<file path="config.mk">
export PLATFORM = sky130hd
export DESIGN_NAME = uart_rx
export DESIGN_NICKNAME = d
export VERILOG_FILES = /design/src/rtl/uart_rx.sv
export SDC_FILE = /design/constraint.sdc
export NUM_CORES = 1
export LEC_CHECK = 0
export CAP_MARGIN = 10
export CELL_PAD_IN_SITES_DETAIL_PLACEMENT = 1
export CELL_PAD_IN_SITES_GLOBAL_PLACEMENT = 2
export CORE_ASPECT_RATIO = 1.4
export CORE_MARGIN = 2
export CORE_UTILIZATION = 34
export DETAILED_ROUTE_END_ITERATION = 10
export PLACE_DENSITY = 0.77
export REMOVE_ABC_BUFFERS = 1
export SYNTH_ARGS = -nofsm -noshare
export SYNTH_HDL_FRONTEND = slang
export SYNTH_SLANG_ARGS = --single-unit
</file>
<file path="constraint.sdc">
create_clock -name clk -period 1.96 [get_ports clk]
set_input_delay 0.49 -clock clk [delete_from_list [all_inputs] [get_ports clk]]
set_output_delay 0.49 -clock clk [all_outputs]
set_load 0.02 [all_outputs]
</file>
<file path="src/rtl/uart_rx.sv">
// 8N1 UART receiver: 2-flop synchroniser, mid-bit sampling, byte held in rx_data until acked.
// Latency: rx_valid rises about 9.5 bit times plus 3 cycles after the start edge; no backpressure, a byte arriving while unacked is dropped and flagged as overrun.
module uart_rx #(
  parameter int CLK_FREQ = 50000000,
  parameter int BAUD     = 115200
) (
  input  logic       clk,
  input  logic       rst,
  input  logic       rx,
  output logic [7:0] rx_data,
  output logic       rx_valid,
  input  logic       rx_ack,
  output logic       framing_error,
  output logic       overrun,
  output logic       busy
);

  localparam int CLKS_PER_BIT = CLK_FREQ / BAUD;
  localparam int HALF_BIT     = CLKS_PER_BIT / 2;
  localparam int TW           = $clog2(CLKS_PER_BIT);
  localparam logic [TW-1:0] HALF_LAST = TW'(HALF_BIT - 1);
  localparam logic [TW-1:0] BIT_LAST  = TW'(CLKS_PER_BIT - 1);

  typedef enum logic [2:0] {IDLE, START, DATA, STOP, WAIT_HIGH} state_t;

  state_t        state, state_nxt;
  logic          rx_meta, rx_s;
  logic [TW-1:0] timer;
  logic [2:0]    bit_idx;
  logic [7:0]    shift_reg;
  logic          sample;
  logic          stop_good, stop_bad, load;

  always_ff @(posedge clk or posedge rst) begin
    if (rst) begin
      rx_meta <= 1'b1;
      rx_s    <= 1'b1;
    end else begin
      rx_meta <= rx;
      rx_s    <= rx_meta;
    end
  end

  always_ff @(posedge clk or posedge rst) begin
    if (rst) state <= IDLE;
    else     state <= state_nxt;
  end

  always_comb begin
    state_nxt = state;
    sample    = 1'b0;
    case (state)
      IDLE:      if (!rx_s) state_nxt = START;
      START: begin
        if (timer == HALF_LAST) begin
          sample    = 1'b1;
          state_nxt = rx_s ? IDLE : DATA;
        end
      end
      DATA: begin
        if (timer == BIT_LAST) begin
          sample = 1'b1;
          if (bit_idx == 3'd7) state_nxt = STOP;
        end
      end
      STOP: begin
        if (timer == BIT_LAST) begin
          sample    = 1'b1;
          state_nxt = rx_s ? IDLE : WAIT_HIGH;
        end
      end
      WAIT_HIGH: if (rx_s) state_nxt = IDLE;
      default:   state_nxt = IDLE;
    endcase
  end

  always_comb begin
    busy      = (state != IDLE);
    stop_good = (state == STOP) && sample && rx_s;
    stop_bad  = (state == STOP) && sample && !rx_s;
    load      = stop_good && (!rx_valid || rx_ack);
  end

  always_ff @(posedge clk or posedge rst) begin
    if (rst) begin
      timer         <= '0;
      bit_idx       <= '0;
      shift_reg     <= '0;
      rx_data       <= 8'h00;
      rx_valid      <= 1'b0;
      framing_error <= 1'b0;
      overrun       <= 1'b0;
    end else begin
      framing_error <= stop_bad;
      overrun       <= stop_good && !load;

      // Timer restarts at every bit boundary and state change; it idles at zero outside timed states.
      if (state_nxt != state || sample)
        timer <= '0;
      else if (state == START || state == DATA || state == STOP)
        timer <= timer + 1'b1;

      if (state == START)
        bit_idx <= '0;
      else if (state == DATA && sample) begin
        shift_reg[bit_idx] <= rx_s;
        bit_idx            <= bit_idx + 3'd1;
      end

      if (load) begin
        rx_data  <= shift_reg;
        rx_valid <= 1'b1;
      end else if (rx_ack) begin
        rx_valid <= 1'b0;
      end
    end
  end

endmodule

</file>
==> flow_summary.json, run 1 <==
{
  "grt.met2_usage": 0.3261,
  "synth_top_flop_cell": "dfrtp_1",
  "wirelength_mm": 4.264,
  "clkSinkCount": 36,
  "globalplace.congestion": 0.7840,
  "cts.hold.buffers_added": 0,
  "count_of_maximum_capacitance_violations": 0,
  "r2r_slack_ns": -0.02,
  "post-synth-top-count-cell": "dfrtp_1",
  "port_buffers": 15,
  "grt_use_total": 0.1689,
  "crit-reg2reg-launch": "timer[1]",
  "dp.final_hpwl_mm": 3.070,
  "drt-wirelength-per-cell_um": 15.85,
  "number_of_storage_elements_in_the_synthesis_netlist": 36,
  "syn_inst": 162,
  "grt_pass1_vias": 1505,
  "areaGrowthSynthToFinish_pct": 32.91,
  "cts_tree": "yes",
  "initial_utilization": 0.3479,
  "synth_commonest_cells": "dfrtp_1, nor2_1, inv_1, nand2_1",
  "synth.distinct_cells": 41,
  "avgSynthCellArea_um2": 10.91,
  "portion_of_the_clock_cycle_consumed_by_the_worst_path_in_the_final_layout": 1.012,
  "synth-edff-count": 0,
  "cts-buffers-inserted": 5,
  "drt-pass1-iter-count": 3,
  "cts.root.buffer_cell": "clkbuf_8",
  "synth.yosys.seq_area_share": 0.5110,
  "detailroute.via_count": 1353,
  "coreArea_um2": 5081,
  "yosys_warnings": 0,
  "worst_slew_margin_rel": 0.6966,
  "result_of_the_run": "finished, violations left",
  "fin_clk_skew_ns": 0.005677,
  "synth_async_sr_flop_share": 1.000,
  "drc_errors": 0,
  "grt_start_max_net_pins": 37,
  "number_of_drc_markers_after_the_initial_detailed_route_iteration": 40,
  "violated_checks": "setup timing",
  "tns_ns": -0.07885,
  "grt_setup_unrepaired": "true",
  "fin_nets": 211,
  "critPathKind": "flip-flop to flip-flop",
  "antenna_left": 0,
  "peakVddDrop_uv": 410.8,
  "gr-usage-met1": 0.1741,
  "syn_area_um2": 1768,
  "site_rows": 31,
  "final_hold_violation_count": 0,
  "final-setup-viol-count": 8,
  "timing.final.crit_period_ns": 1.983,
  "grt_antenna_before_repair": 0,
  "tightest_slew_ns": 0.4551,
  "worstSetupStartpoint": "timer[1]",
  "maximum_number_of_buffers_from_clock_root_to_sink": 2,
  "synth_top_area_share": 0.4812,
  "power-per-cell-area_nw_per_um2": 613.5,
  "crit_path_end": "rx_data[1]",
  "critical_path_peak_fanout": 8,
  "htreeDepth": 2,
  "antenna_cells": 0,
  "top_cell_type_by_total_area_after_synthesis": "dfrtp_1",
  "layout_setup_ws_ns": -0.02304,
  "die-area_um2": 5801,
  "clk_latency_ns": 0.29,
  "critical_path_arrival_ns": 2.16,
  "p_leak_nw": 1.044,
  "grt.met3_usage": 0.04282,
  "rr_worst_depth": 6,
  "top_level_ports": 16,
  "crit_path_end_kind": "flip-flop",
  "reg2reg_to": "rx_data[1]",
  "n_fill_cell": 572,
  "final_max_slew_viol_count": 0,
  "clk_pin_slew_ns": 0.07,
  "crit_required_ns": 2.13,
  "finish.utilization": 0.4624,
  "holdCritPathClass": "flip-flop to flip-flop",
  "grt_first_pass_wirelength_mm": 7.320,
  "drive_gt1_frac": 0.3251,
  "achievable-frequency_mhz": 504.3,
  "synth_top_area_cells": "dfrtp_1, mux2_4, xnor2_1",
  "largest_register_ff_count": 9,
  "die_height_um": 89.32,
  "overflow": 0,
  "pre_cts_slack_ns": -0.2164,
  "category_of_the_worst_setup_path_launch_point": "flip-flop",
  "worstHoldPathCells": 0,
  "grt_most_used_layer": "met2",
  "via_per_inst": 5.030,
  "die_w_um": 64.95
}
==> layout by cell type, fill, tap and decap left out, types with 4 or more instances in the layout <==
master and n:
mux2_4 8, inv_1 8, nand2_1 8, clkbuf_8 5, mux2_2 5, nor2_1 17, buf_4 25, a21oi_1 5
nand3_1 6, ha_1 4, nor3_1 7, xnor2_1 8, dfrtp_1 34, clkdlybuf4s50_1 14
==> stage by stage <==
stage | hold WS [ns] | instances | area (um2) | total power, W
after floorplan | 0.3452 | 154 | 1730 | 0.0007757
after CTS | 0.3608 | 265 | 2283 | 0.001467
after detailed placement | 0.3495 | 254 | 2118 | 0.0007939
after global routing | 0.3662 | 269 | 2350 | 0.001510
final | 0.3592 | 269 | 2350 | 0.001442
after global placement | 0.3467 | 254 | 2118 | 0.0007926
==> cell type report <==
cell class,instances,area [um2],share of cell area
clock inverters,3,42.54,0.01810
multi-input cells,109,862.1,0.3669
flip-flops and latches,36,903.4,0.3845
well taps,66,82.58,0.03514
inverters,9,33.78,0.01438
clock buffers,5,68.82,0.02929
repair buffers,41,356.6,0.1518
==> routing by layer <==
layer	share of wire	up-vias	routed length [um]
met2	0.56	18	2407
met4	0.017	0	74
li1	-	650	-
met1	0.39	680	1664
met5	0	-	0
met3	0.028	5	118
==> kinds of logic after synthesis <==
group | synth area share
buf+inv | 0.04034
compound gates | 0.07856
mux | 0.1055
xor+xnor | 0.03963
fa+ha+maj | 0.03539
flops | 0.5110
simple gates | 0.1897
==> worst min-delay path by stage <==
stage	from	end	slack [ns]
6_report	rx_meta	rx_s	0.36
5_1_grt	rx_meta	rx_s	0.37
4_1_cts	rx_meta	rx_s	0.36
3_5_place_dp	rx_meta	rx_s	0.35
3_3_place_gp	rx_meta	rx_s	0.35
2_1_floorplan	rx_meta	rx_s	0.35
==> power breakdown <==
| group | leakage, nW | internal, W | switching [W] | total, W |
|---|---|---|---|---|
| combinational | 0.509 | 0.0000103 | 0.0000177 | 0.0000280 |
| clock | 0.0541 | 0.000377 | 0.000287 | 0.000664 |
| sequential | 0.481 | 0.000746 | 0.00000394 | 0.000750 |
| total | 1.04 | 0.00113 | 0.000309 | 0.00144 |
==> worst max-delay path, cell delays in order, from the launching register on <==
cell and delay [ns]:
dfrtp_1 0.40, inv_2 0.08, ha_4 0.11, and4bb_2 0.28, nand2_2 0.07, or4_4 0.59, mux2_4 0.34
==> timing repair <==
action                                  in CTS  in global routing
hold endpoints to repair                     0                  0
pin swaps                                    2                  2
gates resized for setup                      8                  8
endpoints found under the setup margin      11                 22
setup buffers                                3                  5
cloned                                       0                  0
Power figures use the tool's default switching activity.
==> run 2: changes to the inputs <==
--- a/config.mk
+++ b/config.mk
@@ -5,12 +5,13 @@
 export SDC_FILE = /design/constraint.sdc
 export NUM_CORES = 1
 export LEC_CHECK = 0
+export ABC_AREA = 1
 export CAP_MARGIN = 10
 export CELL_PAD_IN_SITES_DETAIL_PLACEMENT = 1
 export CELL_PAD_IN_SITES_GLOBAL_PLACEMENT = 2
 export CORE_ASPECT_RATIO = 1.4
 export CORE_MARGIN = 2
-export CORE_UTILIZATION = 34
+export CORE_UTILIZATION = 31
 export DETAILED_ROUTE_END_ITERATION = 10
 export PLACE_DENSITY = 0.77
 export REMOVE_ABC_BUFFERS = 1
==> run 2 against run 1 <==
  * The run now ends clean
  * Combinational power increased by 8.2%
  * Worst hold slack improved by 0.0035 ns
  * Utilization decreased by 9.0 points
  * First-iteration DRC count increased by 50%
  * Wire length increased by 12%
  * Sequential share of layout area decreased by 1.3 points
  * Clock-buffer cell count increased by 1
  * Clock skew decreased by 0.00055 ns
  * Critical endpoint is now busy
  * Largest cell class is now multi-input combinational cells
==> flow_summary.json, run 2 <==
{
  "peakVddDrop_uv": 303.0,
  "n_fill_cell": 820,
  "crit_path_end_kind": "output pin",
  "reg2reg_to": "timer[4]",
  "drt-wirelength-per-cell_um": 13.04,
  "sw_ratio": 0.2248,
  "synth_async_sr_flop_share": 1.000,
  "clkPwrFrac": 0.418,
  "largest_register_ff_count": 9,
  "timing.final.crit_period_ns": 1.854,
  "detailroute.via_count": 1680,
  "synth.distinct_cells": 28,
  "grt_pass1_vias": 1809,
  "cts.root.buffer_cell": "clkbuf_8",
  "syn_area_um2": 2076,
  "critical_path_peak_fanout": 4,
  "worst_slew_margin_rel": 0.8072,
  "synth_commonest_cells": "nand2_1, inv_1, nor2_1, dfrtp_1, nand3_1",
  "synth_top_area_cells": "dfrtp_1, nand2_1, inv_1",
  "tightest_slew_ns": 0.2893,
  "crit_required_ns": 1.47,
  "drive_gt1_frac": 0.1570,
  "syn_inst": 269,
  "site_rows": 35,
  "wirelength_mm": 4.787,
  "hold_ws_ns": 0.3627,
  "cts-buffers-inserted": 5,
  "htreeDepth": 2,
  "mostFrequentLayoutCells": "nand2_1, inv_1, nor2_1, dfrtp_1, nand3_1",
  "p_int_w": 0.001037,
  "coreArea_um2": 6525,
  "critical_path_arrival_ns": 1.36,
  "drc_errors": 0,
  "p_leak_nw": 1.204,
  "grt_setup_unrepaired": "false",
  "final_common_cell": "nand2_1",
  "grt_first_pass_wirelength_mm": 8.404,
  "via_per_inst": 4.578,
  "fin_clk_skew_ns": 0.005126,
  "top_level_ports": 16,
  "dp.final_hpwl_mm": 3.690,
  "maximum_number_of_buffers_from_clock_root_to_sink": 2,
  "multi_input_area_um2": 978.4,
  "cts_post_setup_buffers_inserted": 0,
  "grt_use_total": 0.1480,
  "power.switching_w": 0.0003006,
  "holdCritPathClass": "flip-flop to flip-flop",
  "post-synth-top-count-cell": "nand2_1",
  "cts_tree": "yes",
  "count_of_maximum_capacitance_violations": 0,
  "pwr-share-comb": 0.023,
  "overflow": 0,
  "grt_antenna_before_repair": 0,
  "synth-edff-count": 0,
  "port_buffers": 15,
  "synth.yosys.seq_area_share": 0.4352,
  "final_hold_violation_count": 0,
  "power-per-cell-area_nw_per_um2": 550.4,
  "number_of_storage_elements_in_the_synthesis_netlist": 36,
  "flop_pwr_share": 0.560,
  "synth_top_flop_cell": "dfrtp_1",
  "antenna_left": 0,
  "initial_utilization": 0.3181,
  "number_of_drc_markers_after_the_initial_detailed_route_iteration": 60,
  "crit-reg2reg-launch": "timer[1]",
  "areaGrowthSynthToFinish_pct": 17.06,
  "category_of_the_worst_setup_path_launch_point": "flip-flop",
  "worstHoldPathCells": 0,
  "achievable-frequency_mhz": 539.4,
  "yosys_warnings": 0,
  "hold_end": "rx_s",
  "clk_latency_ns": 0.29,
  "final_max_slew_viol_count": 0,
  "seq_area_um2": 903.4,
  "rr_worst_depth": 9,
  "drt-pass1-iter-count": 4,
  "avgSynthCellArea_um2": 7.717,
  "critPathKind": "flip-flop to output pin",
  "clkSinkCount": 36,
  "portion_of_the_clock_cycle_consumed_by_the_worst_path_in_the_final_layout": 0.9459,
  "final-setup-viol-count": 0,
  "r2r_slack_ns": 0.23,
  "globalplace.congestion": 0.7967,
  "result_of_the_run": "completed",
  "tns_ns": 0,
  "grt_start_max_net_pins": 23,
  "antenna_cells": 0,
  "die-area_um2": 7375,
  "die_w_um": 73.16,
  "fin_nets": 301,
  "top_cell_type_by_total_area_after_synthesis": "dfrtp_1",
  "clk_pin_slew_ns": 0.08,
  "synth_top_area_share": 0.4099,
  "worstHoldStart": "rx_meta",
  "die_height_um": 100.8
}
run 2: cell count changes in the layout (fill, tap and decap cells not counted), sizes merged, moves of 13 or more:
cell   change
nand2     +69
buf       -20
nand3     +13
mux2      -13
inv       +36
nor2      +22
run 2: worst max-delay path, cell delays in order (launching register included):
cell and delay, ns:
dfrtp_1 0.46, nor2_4 0.19, nand2_1 0.10, dlygate4sd2_1 0.33
run 2: final cells by class:
| type | count | area share |
|---|---|---|
| sequential | 36 | 0.3718 |
| clock inverter | 2 | 0.004119 |
| multi-input combinational | 183 | 0.4027 |
| timing repair buffer | 21 | 0.07981 |
| tap | 74 | 0.03811 |
| inverter | 45 | 0.06952 |
| clock buffer | 6 | 0.03399 |
run 2: power groups by stage:
| stage | Clock, W | Combinational, W | Sequential, W |
|---|---|---|---|
| floorplan | 0 | 0.0000123 | 0.000764 |
| global placement | 0 | 0.0000317 | 0.000763 |
| detailed placement | 0 | 0.0000324 | 0.000763 |
| CTS | 0.000588 | 0.0000324 | 0.000748 |
| global route | 0.000612 | 0.0000351 | 0.000749 |
| finish | 0.000559 | 0.0000303 | 0.000748 |
run 2: logic make-up after synthesis:
family / after synthesis / synth area share
compound gates: 16 / 0.04520
flops: 36 / 0.4352
xor+xnor: 7 / 0.02954
simple gates: 155 / 0.3641
buf+inv: 50 / 0.09584
fa+ha+maj: 5 / 0.03014
run 2: stage by stage:
step | setup slack [ns] | instances | utilization | instance area, um2 | total power [W]
after global placement | 0.1734 | 359 | 0.3576 | 2333 | 0.0007945
after detailed placement | 0.1250 | 359 | 0.3576 | 2333 | 0.0007950
after CTS | 0.08719 | 367 | 0.3724 | 2430 | 0.001369
after floorplan | 0.4762 | 264 | - | 2046 | 0.0007765
final | 0.1060 | 367 | 0.3724 | 2430 | 0.001337
after global routing | 0.04517 | 367 | 0.3724 | 2430 | 0.001396
run 2: how the worst max path moves through the flow:
stage | startpoint | end
after global placement | state[0] | busy
after floorplan | state[0] | timer[0]
after CTS | state[0] | busy
final | state[0] | busy
after global routing | state[0] | busy
after detailed placement | state[0] | busy
run 2: per-layer routing:
layer | up-vias | track usage | part of all wire
li1 | 872 | - | -
met1 | 786 | 0.1616 | 0.41
met2 | 17 | 0.2800 | 0.56
met3 | 5 | 0.02700 | 0.019
met4 | 0 | 0.04701 | 0.013
met5 | - | 0 | 0
run 2: repair_timing:
item	in CTS	in global routing
gates resized for setup	2	0
endpoints found under the setup margin	1	0
hold buffers	0	0
==> run 3: changes to the inputs <==
--- a/config.mk
+++ b/config.mk
@@ -12,6 +12,7 @@
 export CORE_ASPECT_RATIO = 1.4
 export CORE_MARGIN = 2
 export CORE_UTILIZATION = 31
+export CTS_CLUSTER_DIAMETER = 120
 export DETAILED_ROUTE_END_ITERATION = 10
 export PLACE_DENSITY = 0.77
 export REMOVE_ABC_BUFFERS = 1
==> results of run 3 <==
No change in the layout: final DEF, timing and power equal those of run 2.
